## src/rtl/jpeg_cone_eval_arbiter_if.sv

```systemverilog
`default_nettype none
// ============================================================================
// Module      : jpeg_cone_eval_arbiter_if
// Description : Bundles the request, cone and response signals of the shared
//               JPEG cone arbiter. The slave modport is the arbiter; the master
//               modport is its environment (clients, cone and consumer).
// Revision    : 1.0 - initial release
// ============================================================================
interface jpeg_cone_eval_arbiter_if #(
  parameter int NREQ = 4,
  parameter int W    = 6,
  parameter int IDW  = (NREQ > 1) ? $clog2(NREQ) : 1
);
  logic [NREQ-1:0]   req_valid;
  logic [NREQ*W-1:0] req_vec;
  logic [NREQ-1:0]   req_ready;
  logic [W-1:0]      cone_in;
  logic              cone_out;
  logic              rsp_valid;
  logic              rsp_ready;
  logic [IDW-1:0]    rsp_id;
  logic              rsp_data;
  logic              busy;

  modport slave (
    input  req_valid, req_vec, cone_out, rsp_ready,
    output req_ready, cone_in, rsp_valid, rsp_id, rsp_data, busy
  );

  modport master (
    output req_valid, req_vec, cone_out, rsp_ready,
    input  req_ready, cone_in, rsp_valid, rsp_id, rsp_data, busy
  );
endinterface
`default_nettype wire

```

## src/rtl/jpeg_cone_eval_arbiter.sv

```systemverilog
`default_nettype none
// ============================================================================
// Module      : jpeg_cone_eval_arbiter
// Description : Round-robin arbiter sharing one combinational cone among NREQ
//               requesters. Accepted vectors are launched into a registered
//               cone input, the cone output is captured LAT cycles later and
//               returned in issue order through a credit-limited FIFO.
// Revision    : 1.0 - initial release
// ============================================================================
module jpeg_cone_eval_arbiter #(
  parameter int NREQ  = 4,
  parameter int W     = 6,
  parameter int LAT   = 1,
  parameter int DEPTH = 4
) (
  input  wire logic               clk,
  input  wire logic               rst_n,
  jpeg_cone_eval_arbiter_if.slave bus
);

  localparam int IDW = $clog2(NREQ);
  localparam int AW  = $clog2(DEPTH);
  localparam int CW  = AW + 1;

  // Registered state
  logic [IDW-1:0] ptr_q, ptr_d;
  logic [W-1:0]   cone_in_q, cone_in_d;
  logic [LAT:1]   vld_q, vld_d;
  logic [IDW-1:0] sid_q [1:LAT];
  logic [IDW-1:0] sid_d [1:LAT];
  logic [CW-1:0]  inflight_q, inflight_d;
  logic [CW-1:0]  fifo_cnt_q, fifo_cnt_d;
  logic [AW-1:0]  wr_ptr_q, wr_ptr_d;
  logic [AW-1:0]  rd_ptr_q, rd_ptr_d;
  logic [IDW:0]   mem_q [DEPTH];
  logic [IDW:0]   mem_d [DEPTH];

  // Combinational terms
  logic [NREQ-1:0] grant;
  logic [IDW-1:0]  win_id;
  logic [W-1:0]    win_vec;
  logic            found;
  logic            credit_ok;
  logic            accept;
  logic            push;
  logic            pop;

  // Credit check uses registered counts only, so rsp_ready never reaches req_ready.
  assign credit_ok = (inflight_q + fifo_cnt_q) < CW'(DEPTH);
  assign push      = vld_q[LAT];
  assign pop       = bus.rsp_valid & bus.rsp_ready;

  // Round-robin scan starting at ptr; first valid requester wins.
  always_comb begin : p_arb
    int j;
    j       = 0;
    grant   = '0;
    win_id  = '0;
    win_vec = '0;
    found   = 1'b0;
    for (int k = 0; k < NREQ; k++) begin
      j = int'(ptr_q) + k;
      if (j >= NREQ) j = j - NREQ;
      if (!found && bus.req_valid[j]) begin
        found    = 1'b1;
        grant[j] = 1'b1;
        win_id   = IDW'(j);
        win_vec  = bus.req_vec[j*W +: W];
      end
    end
  end

  // Grant is suppressed while in reset and while no credit remains.
  assign bus.req_ready = (rst_n && credit_ok) ? grant : '0;
  assign accept        = |bus.req_ready;

  // Next-state logic for pointer, launch register, pipeline and FIFO.
  always_comb begin : p_next
    ptr_d      = ptr_q;
    cone_in_d  = cone_in_q;
    vld_d      = '0;
    inflight_d = inflight_q + CW'(accept) - CW'(push);
    fifo_cnt_d = fifo_cnt_q + CW'(push) - CW'(pop);
    wr_ptr_d   = push ? wr_ptr_q + AW'(1) : wr_ptr_q;
    rd_ptr_d   = pop  ? rd_ptr_q + AW'(1) : rd_ptr_q;
    for (int k = 1; k <= LAT; k++) sid_d[k] = sid_q[k];
    for (int k = 0; k < DEPTH; k++) mem_d[k] = mem_q[k];

    if (accept) begin
      ptr_d     = (win_id == IDW'(NREQ - 1)) ? '0 : win_id + IDW'(1);
      cone_in_d = win_vec;
    end

    vld_d[1] = accept;
    sid_d[1] = win_id;
    for (int k = 2; k <= LAT; k++) begin
      vld_d[k] = vld_q[k-1];
      sid_d[k] = sid_q[k-1];
    end

    if (push) mem_d[wr_ptr_q] = {sid_q[LAT], bus.cone_out};
  end

  // State registers; reset drops everything in flight or buffered.
  always_ff @(posedge clk or negedge rst_n) begin
    if (!rst_n) begin
      ptr_q      <= '0;
      cone_in_q  <= '0;
      vld_q      <= '0;
      inflight_q <= '0;
      fifo_cnt_q <= '0;
      wr_ptr_q   <= '0;
      rd_ptr_q   <= '0;
      for (int k = 1; k <= LAT; k++) sid_q[k] <= '0;
      for (int k = 0; k < DEPTH; k++) mem_q[k] <= '0;
    end else begin
      ptr_q      <= ptr_d;
      cone_in_q  <= cone_in_d;
      vld_q      <= vld_d;
      inflight_q <= inflight_d;
      fifo_cnt_q <= fifo_cnt_d;
      wr_ptr_q   <= wr_ptr_d;
      rd_ptr_q   <= rd_ptr_d;
      for (int k = 1; k <= LAT; k++) sid_q[k] <= sid_d[k];
      for (int k = 0; k < DEPTH; k++) mem_q[k] <= mem_d[k];
    end
  end

  assign bus.cone_in   = cone_in_q;
  assign bus.rsp_valid = (fifo_cnt_q != '0);
  assign bus.rsp_id    = mem_q[rd_ptr_q][IDW:1];
  assign bus.rsp_data  = mem_q[rd_ptr_q][0];
  assign bus.busy      = (inflight_q != '0) | (fifo_cnt_q != '0);

  // A push into a full FIFO means the credit accounting is broken.
  a_no_overflow : assert property (@(posedge clk) disable iff (!rst_n)
    !(push && !pop && (fifo_cnt_q == CW'(DEPTH))));

endmodule
`default_nettype wire
```

## src/flat_wrapper.sv

```systemverilog
// flat-port wrapper written by rule: the top's interface ports become plain ports
module jpeg_cone_eval_arbiter_flat 
#(
  parameter int NREQ  = 4,
  parameter int W     = 6,
  parameter int LAT   = 1,
  parameter int DEPTH = 4
)
  (clk, rst_n, bus_req_valid, bus_req_vec, bus_cone_out, bus_rsp_ready, bus_req_ready, bus_cone_in, bus_rsp_valid, bus_rsp_id, bus_rsp_data, bus_busy);
  jpeg_cone_eval_arbiter_if #(.NREQ(NREQ), .W(W)) bus_i ();
  input  wire logic clk;
  input  wire logic rst_n;
  input wire logic [$bits(bus_i.req_valid)-1:0] bus_req_valid;
  input wire logic [$bits(bus_i.req_vec)-1:0] bus_req_vec;
  input wire logic [$bits(bus_i.cone_out)-1:0] bus_cone_out;
  input wire logic [$bits(bus_i.rsp_ready)-1:0] bus_rsp_ready;
  output wire logic [$bits(bus_i.req_ready)-1:0] bus_req_ready;
  output wire logic [$bits(bus_i.cone_in)-1:0] bus_cone_in;
  output wire logic [$bits(bus_i.rsp_valid)-1:0] bus_rsp_valid;
  output wire logic [$bits(bus_i.rsp_id)-1:0] bus_rsp_id;
  output wire logic [$bits(bus_i.rsp_data)-1:0] bus_rsp_data;
  output wire logic [$bits(bus_i.busy)-1:0] bus_busy;
  assign bus_i.req_valid = bus_req_valid;
  assign bus_i.req_vec = bus_req_vec;
  assign bus_i.cone_out = bus_cone_out;
  assign bus_i.rsp_ready = bus_rsp_ready;
  assign bus_req_ready = bus_i.req_ready;
  assign bus_cone_in = bus_i.cone_in;
  assign bus_rsp_valid = bus_i.rsp_valid;
  assign bus_rsp_id = bus_i.rsp_id;
  assign bus_rsp_data = bus_i.rsp_data;
  assign bus_busy = bus_i.busy;
  jpeg_cone_eval_arbiter #(.NREQ(NREQ), .W(W), .LAT(LAT), .DEPTH(DEPTH)) u_core (.clk(clk), .rst_n(rst_n), .bus(bus_i));
endmodule
```

## config.mk

```make
export PLATFORM = sky130hd
export DESIGN_NAME = jpeg_cone_eval_arbiter_flat
export DESIGN_NICKNAME = d
export VERILOG_FILES = /design/src/rtl/jpeg_cone_eval_arbiter_if.sv /design/src/rtl/jpeg_cone_eval_arbiter.sv /design/src/flat_wrapper.sv
export SDC_FILE = /design/constraint.sdc
export NUM_CORES = 1
export LEC_CHECK = 0
export CELL_PAD_IN_SITES_DETAIL_PLACEMENT = 2
export CELL_PAD_IN_SITES_GLOBAL_PLACEMENT = 2
export CORE_ASPECT_RATIO = 1.25
export CORE_MARGIN = 4
export CORE_UTILIZATION = 37
export CTS_BUF_LIST = sky130_fd_sc_hd__clkbuf_4 sky130_fd_sc_hd__clkbuf_8
export DETAILED_ROUTE_END_ITERATION = 10
export PLACE_DENSITY = 0.81
export SLEW_MARGIN = 0
export SYNTH_ARGS = -nofsm -noshare
export SYNTH_HDL_FRONTEND = slang
export SYNTH_SLANG_ARGS = --single-unit
```

## constraint.sdc

```tcl
create_clock -name clk -period 4.8 [get_ports clk]
set_input_delay 1.44 -clock clk [delete_from_list [all_inputs] [get_ports clk]]
set_output_delay 1.44 -clock clk [all_outputs]
set_load 0.02 [all_outputs]
```

==> out/metrics.yaml, run 1 <==
floorplanning:
  initial_core_util_pct: 38.0
  num_rows: 43
  fp.dieH_um: 128
  ios: 47
  core_area_sq_um: 11200
  die_w_um: 104
  die-area_sq_um: 13300
setup_path:
  cp.required_ns: 3.36
  critPathArrivalTime_ns: 3.18
  critPathLaunchType: "input pin"
  crit_type: "in2out"
  cp_max_fo: 5
  cp-end-kind: "output pin"
timing:
  hold_viol: 0
  fmax_ghz: 0.216
  tightest_slew_ns: 0.649
  slew_viol_final: 0
  finClkSkew_ns: 0.00722
  setup_slack_ns: 0.177
  setup_viol: 0
  whs_ns: 0.507
  finalCriticalPeriod_ns: 4.62
  finalCritPeriodShare_pct: 96.3
  rsz0062_at_grt: "false"
  relSlewSlack_pct: 56.7
logic_synthesis:
  yosysWarnings: 0
  synthesis.nets: 509
  synth_top_area_share_pct: 19.4
  synth-edff-count: 0
  synth_cell_types: 65
  postSynthAreaPerCell_sq_um: 9.35
  synth_area_leader_cell: "dfrtp_1"
  synthTopCellsByArea: "dfrtp_1, mux4_2, mux2_2"
  syn_inst: 455
  syn_area_sq_um: 4250
  ys_seq_area_share_pct: 19.4
  synthArstFlopShare_pct: 100
  synth_seq_cells: 33
  synth.most_common_cell: "nand2_1"
  ys.flop_type: "dfrtp_1"
  ys_top_cells_by_count: "nand2_1, mux4_2, dfrtp_1"
layout:
  area_growth_pct: 21.5
  antenna_cells: 0
  nets: 559
  layout-drive-gt1-share_pct: 25.1
placement:
  port_buffers: 46
  pre_cts_ws_ns: -0.481
  place_hpwl_um: 11300
  place_congestion: 0.871
detailed_routing:
  drc: 0
  antenna_left: 0
  wire_per_inst_um: 24.1
  first_iter_violations: 220
  via_per_inst: 6.27
  dr.pass1.iters: 4
  vias: 4017
  routed_wl_um: 15400
power:
  leakage_nw: 2.05
  power.density_nw_per_um2: 851
  ir_drop_mv: 0.298
grt:
  antenna_found_initial: 0
  grt_usage_pct: 23.5
  grt_pass1_wl_um: 25400
  grt_max_degree: 87
  grt_overflow_total: 0
  grt_pass1_vias: 4496
job:
  cap_viol_max_count: 0
cts:
  cts_htree_levels: 2
  clk_path_buf_depth: 2
  cts_tree: "done"
  cts.sinks: 33
  hold_buffers: 0
  clkLatencyLatePin_ns: 0.29
  cts-buffers-inserted: 5
  path_clk_slew_ns: 0.07
  root_buffer: "clkbuf_8"
status:
  status: "finished, final reports clean"
min_path:
  hold_class: "reg2reg"
==> critical path: stages <==
cell and delay (ns):
dlygate4sd2_1 0.26, buf_6 0.13, mux4_2 0.47, nor2b_2 0.19, a221oi_2 0.27, a21oi_2 0.08, a21oi_2 0.13, nor2_1 0.05
buf_4 0.16
==> placed cells by master (no fill, tap or decap), drive strengths merged, types with 5 or more instances in the layout <==
cell type and count:
nand2 39, buf 39, clkdlybuf4s50 38, mux4 36, dfrtp 33, a21oi 32, nor2 31, mux2i 29
mux2 26, o21ai 26, ha 20, inv 16, nor2b 10, nand3 9, xnor2 8, nor3 8
o22ai 6, a221oi 6, nand3b 5, o211ai 5, a31oi 5, clkbuf 5
==> flip-flops by register name, indices dropped and copies added, names as in the netlist <==
name / flops
u_core.bus.cone_in: 6
u_core.fifo_cnt_q: 3
u_core.inflight_q: 3
u_core.mem_q: 12
u_core.ptr_q: 2
u_core.push: 1
u_core.rd_ptr_q: 2
u_core.sid_q: 2
u_core.wr_ptr_q: 2
==> layout make-up <==
class	instances	area, sq um
fill	1197	6020
multi-input combinational	366	3230
sequential	33	830
timing repair buffer	81	741
tap	135	169
clock buffer	5	68.8
inverter	18	67.6
clock inverter	3	65.1
==> routing by layer <==
metal	vias up	track usage, %	part of all wire, %
li1	1829	-	-
met3	14	2.32	2.5
met4	0	5.63	1.5
met1	2101	29.0	42
met5	-	0	0
met2	73	44.2	54
==> kinds of logic (layout without fill, tap and decap cells) <==
group / after synthesis / count (layout) / synth area share (%)
AOI/OAI and AO/OA: 114 / 114 / 18.2
xor gates and xnor gates: 12 / 12 / 2.47
DFF: 33 / 33 / 19.4
buffers and inverters: 56 / 107 / 5.74
other: 1 / 1 / 0.0882
and+or+nand+nor: 126 / 126 / 14.5
adders and majority gates: 22 / 22 / 6.82
muxes: 91 / 91 / 32.8
==> final timing paths <==
path / startpoint / end / slack [ns] / depth (start not counted)
max: bus_req_valid[0] / bus_req_ready[2] / 0.18 / 9
min: u_core.bus.cone_in[2]$_DFFE_PN0P_ / u_core.bus.cone_in[2]$_DFFE_PN0P_ / 0.51 / 1
max reg2reg: u_core.ptr_q[0]$_DFFE_PN0P_ / u_core.bus.cone_in[5]$_DFFE_PN0P_ / 1.06 / 10
min reg2reg: u_core.bus.cone_in[2]$_DFFE_PN0P_ / u_core.bus.cone_in[2]$_DFFE_PN0P_ / 0.51 / 1
max in group asynchronous: rst_n / u_core.ptr_q[0]$_DFFE_PN0P_ / 2.88 / 2
min in group asynchronous: rst_n / u_core.fifo_cnt_q[2]$_DFF_PN0_ / 1.59 / 2
==> through the flow <==
step	setup TNS (ns)	std cells	util [%]	instance area [sq um]	total power, mW
final	0	641	46.2	5170	4.40
after CTS	-0.0444	638	45.8	5120	4.35
after detailed placement	-1.84	627	44.2	4940	3.95
after floorplan	0	455	-	4250	2.91
after global routing	0	641	46.2	5170	4.74
after global placement	-1.60	627	44.2	4940	3.77
==> where the power goes <==
group,switching [mW],internal (mW)
sequential,0.135,0.434
combinational,1.95,1.57
clock,0.110,0.206
==> what timing repair did <==
item	in CTS	in global routing
setup endpoints to repair	4	4
pin swaps	1	1
gates resized for setup	28	10
buffers inserted	3	3
(Power assumes the default switching activity.)
==> run 2: changes to the inputs <==
- CORE_MARGIN: 4 -> 2
- HOLD_SLACK_MARGIN: unset -> 0.08
- SLEW_MARGIN: 0 -> unset
==> out/metrics.yaml, run 2 (synthesis gave the netlist of run 1 again) <==
power:
  ir_drop_mv: 0.314
  power.density_nw_per_um2: 855
  leakage_nw: 2.04
  fin_total_pwr_mw: 4.38
min_path:
  hold_class: "reg2reg"
  whs_path_depth: 1
  hold_path.startpoint: "u_core.mem_q[2]$_DFFE_PN0P_"
timing:
  relSlewSlack_pct: 56.2
  finClkSkew_ns: 0.00562
  setup_slack_ns: 0.221
  finalCritPeriodShare_pct: 95.4
  rsz0062_at_grt: "false"
  fmax_ghz: 0.218
  whs_ns: 0.513
  slew_viol_final: 0
  finalCriticalPeriod_ns: 4.58
  tightest_slew_ns: 0.658
  fin_tns_setup_ns: 0
  setup_viol: 0
  hold_viol: 0
grt:
  grt_usage_pct: 26.3
  grt_max_degree: 87
  grt_pass1_wl_um: 25000
  grt_overflow_total: 0
  grt_pass1_vias: 4489
  antenna_found_initial: 0
cts:
  cts_tree: "done"
  cts-buffers-inserted: 5
  path_clk_slew_ns: 0.06
  cts_htree_levels: 2
  clk_path_buf_depth: 2
  root_buffer: "clkbuf_8"
  cts.sinks: 33
  hold_buffers: 0
  clkLatencyLatePin_ns: 0.29
floorplanning:
  initial_core_util_pct: 38.2
  die-area_sq_um: 12400
  num_rows: 43
  core_area_sq_um: 11100
  ios: 47
  die_w_um: 99.9
  fp.dieH_um: 124
layout:
  layout_commonest_cell: "nand2_1"
  area_growth_pct: 20.5
  final_cell_mix: "nand2_1, clkdlybuf4s50_1, mux4_2, dfrtp_1, nor2_1"
  nets: 555
  largest_register_ffs: 12
  top_register: "u_core.mem_q"
  antenna_cells: 0
  layout-drive-gt1-share_pct: 23.7
detailed_routing:
  via_per_inst: 6.34
  first_iter_violations: 147
  dr.pass1.iters: 9
  drc: 1
  wire_per_inst_um: 24.9
  routed_wl_um: 15800
  antenna_left: 0
  vias: 4036
setup_path:
  r2r_cells: 10
  cp.required_ns: 3.36
  crit_type: "in2out"
  critPathArrivalTime_ns: 3.14
  cp-end-kind: "output pin"
  cp_max_fo: 8
  critPathLaunchType: "input pin"
  critical_path.startpoint: "bus_req_valid[0]"
  timing.rr.start: "u_core.ptr_q[0]$_DFFE_PN0P_"
placement:
  place_congestion: 0.885
  pre_cts_ws_ns: -0.498
  place_hpwl_um: 11700
  port_buffers: 46
status:
  violations: "design-rule violations"
  status: "complete, but fails checks"
job:
  cap_viol_max_count: 0
run 2: per-stage QoR:
step | std cells | utilization (%) | cell area, sq um
after global routing | 637 | 46.0 | 5120
after floorplan | 455 | - | 4250
after detailed placement | 623 | 44.1 | 4910
after global placement | 623 | 44.1 | 4910
final | 637 | 46.0 | 5120
after CTS | 633 | 45.6 | 5080
run 2: worst paths after layout:
kind                                                     endpoint  slack [ns]
worst min-delay path                  u_core.mem_q[2]$_DFFE_PN0P_        0.51
worst max-delay path                             bus_req_ready[0]        0.22
min in group asynchronous       u_core.bus.cone_in[1]$_DFFE_PN0P_        1.58
max in group asynchronous             u_core.ptr_q[0]$_DFFE_PN0P_        2.87
worst min register to register        u_core.mem_q[2]$_DFFE_PN0P_        0.51
worst max register to register  u_core.bus.cone_in[5]$_DFFE_PN0P_        1.08
run 2: critical path, cell delays in order:
cell and delay, ns:
dlymetal6s2s_1 0.15, buf_6 0.14, mux4_2 0.57, nor2b_4 0.17
a221oi_2 0.07, nor2_1 0.21, a21oi_1 0.09, nor2_1 0.14
buf_4 0.16
run 2: where the power goes:
| part | leakage, nW | switching, mW | internal (mW) |
|---|---|---|---|
| combinational | 1.58 | 1.95 | 1.54 |
| sequential | 0.393 | 0.149 | 0.434 |
| clock | 0.0681 | 0.106 | 0.206 |
| total | 2.04 | 2.20 | 2.18 |
run 2: cell type report:
class	instances	area, sq um
Clock inverter	3	65.1
Multi-Input combinational cell	366	3220
Clock buffer	5	68.8
Fill cell	1205	6010
Timing Repair Buffer	77	708
Inverter	18	67.6
Sequential cell	33	830
Tap cell	135	169
run 2: routing by layer:
metal | vias to the layer above | wire length (um) | GRT usage [%]
met2 | 106 | 8670 | 50.9
met5 | - | 0 | 0
met3 | 33 | 480 | 2.41
met1 | 2082 | 6230 | 30.4
li1 | 1815 | - | -
met4 | 0 | 459 | 8.13
run 2: what timing repair did:
item	in CTS	in global routing
endpoints found under the hold margin	0	0
endpoints found under the setup margin	4	4
gates resized for setup	25	7
setup buffers	2	4
pin swaps	3	2
cloned	0	0
